**src/rtl/reg_file_2r1w.sv**
```systemverilog
// reg_file_2r1w: two async read ports, one sync write port, optional R0=0,
// optional write->read bypass, and a one-entry-per-cycle clear sweep.
//
// Ports:
//   clk, clr_n (async active-low) ; clr_start requests a new clear sweep
//   wr_en / w_addr / w_data       : synchronous write port
//   ra_addr/ra_data, rb_addr/rb_data : combinational read ports
//   busy    : sweep in progress, writes rejected, reads return 0
//   done    : one-cycle pulse on the first idle cycle after a sweep
//   wr_drop : one-cycle pulse the cycle after a rejected write
module reg_file_2r1w #(
    parameter int DEPTH   = 4,
    parameter int WIDTH   = 32,
    parameter bit ZERO_R0 = 1'b1,
    parameter bit BYPASS  = 1'b1
) (
    input  logic             clk,
    input  logic             clr_n,
    input  logic             clr_start,
    input  logic             wr_en,
    input  logic [DEPTH-1:0] w_addr,
    input  logic [WIDTH-1:0] w_data,
    input  logic [DEPTH-1:0] ra_addr,
    input  logic [DEPTH-1:0] rb_addr,
    output logic [WIDTH-1:0] ra_data,
    output logic [WIDTH-1:0] rb_data,
    output logic             busy,
    output logic             done,
    output logic             wr_drop
);

    localparam int N = 1 << DEPTH;

    typedef enum logic {
        CLEAR = 1'b0,
        IDLE  = 1'b1
    } state_t;

    state_t           state, state_nx;
    logic [DEPTH-1:0] ptr, ptr_nx;
    logic             done_nx;
    logic             drop_nx;

    logic             we;
    logic [DEPTH-1:0] wa;
    logic [WIDTH-1:0] wd;

    logic [WIDTH-1:0] mem [N];

    always_comb begin
        state_nx = state;
        ptr_nx   = ptr;
        done_nx  = 1'b0;
        drop_nx  = 1'b0;
        we       = 1'b0;
        wa       = w_addr;
        wd       = w_data;
        unique case (state)
            CLEAR: begin
                // The sweep owns the write port; any user write is lost.
                we      = 1'b1;
                wa      = ptr;
                wd      = '0;
                drop_nx = wr_en;
                ptr_nx  = ptr + 1'b1;
                if (ptr == {DEPTH{1'b1}}) begin
                    state_nx = IDLE;
                    done_nx  = 1'b1;
                    ptr_nx   = '0;
                end
            end
            IDLE: begin
                if (clr_start) begin
                    state_nx = CLEAR;
                    ptr_nx   = '0;
                    drop_nx  = wr_en;
                end else if (wr_en &&
                             !(ZERO_R0 && (w_addr == '0))) begin
                    we = 1'b1;
                end
            end
            default: state_nx = CLEAR;
        endcase
    end

    always_ff @(posedge clk or negedge clr_n) begin
        if (!clr_n) begin
            state   <= CLEAR;
            ptr     <= '0;
            done    <= 1'b0;
            wr_drop <= 1'b0;
        end else begin
            state   <= state_nx;
            ptr     <= ptr_nx;
            done    <= done_nx;
            wr_drop <= drop_nx;
        end
    end

    // Storage has no reset; the sweep zeroes it.
    always_ff @(posedge clk) begin
        if (we) begin
            mem[wa] <= wd;
        end
    end

    assign busy = (state == CLEAR);

    // Bypass is only taken when the file is idle and a write is offered.
    logic byp_ok;
    assign byp_ok = BYPASS && !busy && wr_en;

    always_comb begin
        ra_data = mem[ra_addr];
        if (busy) begin
            ra_data = '0;
        end else if (ZERO_R0 && (ra_addr == '0)) begin
            ra_data = '0;
        end else if (byp_ok && (ra_addr == w_addr)) begin
            ra_data = w_data;
        end
    end

    always_comb begin
        rb_data = mem[rb_addr];
        if (busy) begin
            rb_data = '0;
        end else if (ZERO_R0 && (rb_addr == '0)) begin
            rb_data = '0;
        end else if (byp_ok && (rb_addr == w_addr)) begin
            rb_data = w_data;
        end
    end

endmodule

```
**config.mk**
```make
export PLATFORM = sky130hd
export DESIGN_NAME = reg_file_2r1w
export DESIGN_NICKNAME = d
export VERILOG_FILES = /design/src/rtl/reg_file_2r1w.sv
export SDC_FILE = /design/constraint.sdc
export NUM_CORES = 1
export LEC_CHECK = 0
export CAP_MARGIN = 20
export CORE_UTILIZATION = 30
export CTS_BUF_LIST = sky130_fd_sc_hd__clkbuf_8
export DETAILED_ROUTE_END_ITERATION = 10
export PLACE_DENSITY = 0.46
export REMOVE_ABC_BUFFERS = 1
export SYNTH_ARGS = -nofsm -noshare
export SYNTH_HDL_FRONTEND = slang
export SYNTH_SLANG_ARGS = --single-unit
```
**constraint.sdc**
```tcl
create_clock -name clk -period 4.5 [get_ports clk]
set_input_delay 1.35 -clock clk [delete_from_list [all_inputs] [get_ports clk]]
set_output_delay 1.35 -clock clk [all_outputs]
set_load 0.01 [all_outputs]
```
==> flow_summary_export.csv <==
group,metric,value,unit
outcome,status,"finished, violations left",
outcome,violations,"setup timing",
cts,clockRootBuffer,"clkbuf_8",
logic_synthesis,postSynthAreaPerCell,19.5,um^2
logic_synthesis,yosysUniqueCellTypes,34,
power_and_ir_drop,powerDensity,456,nW/um^2
power_and_ir_drop,leakagePower,10.9,nW
detailed_routing,avgRoutedWirePerCell,29.8,um
detailed_routing,dr.first_iter.drc_count,1292,
cells_and_area,layout_commonest_cell,"edfxtp_1",
timing,finClkSkew,0.0313,ns
cts,cts.sinks,519,
floorplan,fp.dieW,287,um
floorplan,die_area,82300,um^2
cells_and_area,layout_common_cells,"edfxtp_1, mux4_2, buf_4",
logic_synthesis,synth_compound_area_share,6.84,%
critical_path,critPathMaxFanout,7,
global_routing,antenna_found_initial,5,
worst_hold_path,hold-path-endpoint,"ptr[2]",
cts,htree_levels,3,
logic_synthesis,synth_fa_ha_area_share,0.0514,%
cells_and_area,design.final.nets,1658,
timing,slew_viol_final,0,
logic_synthesis,synth-xor-area-share,0.288,%
global_routing,grt_max_degree,34,
logic_synthesis,synthCells,1251,
power_and_ir_drop,ir_drop,0.210,mV
timing,setup_slack,-0.0224,ns
cts,cts_max_path_buffers,3,
global_routing,overflow,0,
cts,clk_pin_slew_worst_paths,0.06,ns
cells_and_area,fillerInstances,7331,
logic_synthesis,synth_top_family_by_area,"multiplexers",
global_routing,grt_pass1_vias,15700,
logic_synthesis,syn-cell-area,24300,um^2
timing,hold_ws,0.625,ns
critical_path,arrival,3.17,ns
timing,setup_viol,3,
timing,relSlewSlack,27.3,%
logic_synthesis,synthSimpleGateAreaFrac,2.86,%
detailed_routing,drt_drc_violations_left,0,
worst_hold_path,holdCritPathClass,"flop to flop",
cells_and_area,final_layout_size_suffix_gt1_share,47.4,%
cts,cts_buffers,91,
critical_path,end_kind,"output port",
cells_and_area,final_util,39.2,%
logic_synthesis,synth_edf_count,512,
detailed_routing,first_pass_iters,5,
worst_hold_path,holdCritStartpoint,"ptr[2]",
critical_path,critPathLaunchType,"input port",
logic_synthesis,synthFlopType,"edfxtp_1",
floorplan,die_h,287,um
timing,worst_pin_slew,1.08,ns
timing,fin_crit,4.52,ns
placement,place_ws,-0.759,ns
flow_run,max_cap_viol_count,0,
cells_and_area,syn_to_final_growth,29.5,%
detailed_routing,viasPerCell,5.42,
logic_synthesis,yosysWarnings,0,
placement,port_buffers,114,
detailed_routing,vias,14900,
placement,place_hpwl,47.1,mm
logic_synthesis,synth-seq-cells,519,
critical_path,critPathKind,"input port to output port",
logic_synthesis,synthTopCellsByArea,"edfxtp_1, mux4_2, a22oi_1, a22o_1, nand2_1",
global_routing,grt_pass1_wl,115,mm
critical_path,rr_endpoint,"mem[15][25]",
floorplan,coreArea,80400,um^2
floorplan,initial_core_util,30.3,%
critical_path,reg2reg_slack,1.52,ns
cts,clk-insertion-delay-late,0.70,ns
timing,hold_violations,0,
detailed_routing,ant_nets,0,
timing,timing.fmax,221,MHz
timing,period_share,100,%
logic_synthesis,synth_top_area_share,63.2,%
power_and_ir_drop,finalPower,14.4,mW
logic_synthesis,async_reset_ff_share,1.35,%
critical_path,reg2reg_depth,5,
detailed_routing,wl,81.8,mm
logic_synthesis,muxShareOfSynthArea,23.7,%
critical_path,cp.required,3.15,ns
logic_synthesis,yosysTopAreaCell,"edfxtp_1",
floorplan,rows,104,
timing,rsz0062_at_grt,"true",
floorplan,io-pin-count,115,
worst_hold_path,whs_path_depth,1,
critical_path,r2r-start,"state",
global_routing,grtUsageTotal,19.9,%
cts,cts_tree,"done",
logic_synthesis,yosysSeqAreaShare,63.9,%
placement,place_congestion,0.761,
through the flow:
stage	std cells	setup TNS, ns	area, um^2
detailed placement	2496	-38.32	28500
global route	2743	-0.562	31500
finish	2743	-0.0449	31500
CTS	2716	-2.25	31200
global placement	2496	-36.41	28500
floorplan	1145	-17.35	23800
timing repair:
| action | 4_1_cts | 5_1_grt |
|---|---|---|
| buffers inserted | 44 | 28 |
| pin swaps | 34 | 36 |
| setup endpoints to repair | 64 | 57 |
| gates resized for setup | 328 | 72 |
| endpoints found under the hold margin | 0 | 0 |
| cloned | 11 | 2 |
| hold buffers | 0 | 0 |
area by class of cell:
class | instances | area (um^2) | share of cell area, %
antenna | 2 | 5.00 | 0.0159
clock buffer | 94 | 1290 | 4.10
clock inverter | 71 | 418 | 1.33
inverter | 2 | 7.51 | 0.0238
multi-input combinational | 624 | 8800 | 27.9
sequential | 519 | 15600 | 49.3
tap | 1060 | 1330 | 4.21
timing repair buffer | 371 | 4120 | 13.1
registers in the layout (all words and copies together), names as in the netlist:
register / cells
done: 1
ptr: 4
mem: 512
state: 1
wr_drop: 1
power by group:
part	total [mW]	switching, mW	internal, mW
clock	4.16	1.98	2.17
combinational	3.43	2.05	1.38
sequential	6.78	0.338	6.45
total	14.4	4.37	10.0
layer usage:
metal  global-route usage (%)  share of wire (%)
met4                     5.66                2.1
met5                        0              0.024
met2                     32.6                 49
met1                     27.3                 43
met3                     3.46                6.5
worst max path at each step:
stage	startpoint	end
global placement	rb_addr[1]	rb_data[25]
floorplan	rb_addr[3]	rb_data[0]
global route	ra_addr[0]	ra_data[31]
detailed placement	rb_addr[1]	rb_data[25]
finish	ra_addr[0]	ra_data[8]
CTS	ra_addr[0]	ra_data[4]
critical path: stages:
cell	delay (ns)
buf_16	0.15
buf_16	0.16
buf_12	0.14
buf_16	0.14
mux4_2	0.52
a22oi_2	0.23
nand2_2	0.12
a22o_1	0.20
buf_2	0.14
cells in the mapped netlist (2+ instances only):
cell type,instances
xor2_1,2
nor2b_1,7
nand2_1,67
a41oi_1,2
nor4_2,2
o21ai_0,3
dfrtp_1,7
buf_6,15
clkbuf_1,49
xnor2_1,6
buf_1,14
nand3_1,4
inv_1,2
a31oi_1,2
and3_1,2
a22o_1,65
a22oi_1,129
and2_1,35
a21oi_1,4
buf_2,17
o41ai_1,2
buf_4,11
edfxtp_1,512
mux4_2,256
nor2_1,24
nor3_1,4
logic make-up (layout without fill, tap and decap cells):
logic type               count (synthesis)  count (layout)
flip-flops                             519             519
XOR/XNOR                                 8               8
AO/OA/AOI/OAI                          212             212
adder cells (fa/ha/maj)                  1               1
multiplexers                           256             256
AND/OR/NAND/NOR                        147             147
other                                    0               2
buffers and inverters                  108             538
Note: power is estimated with default switching activity, not from simulation.
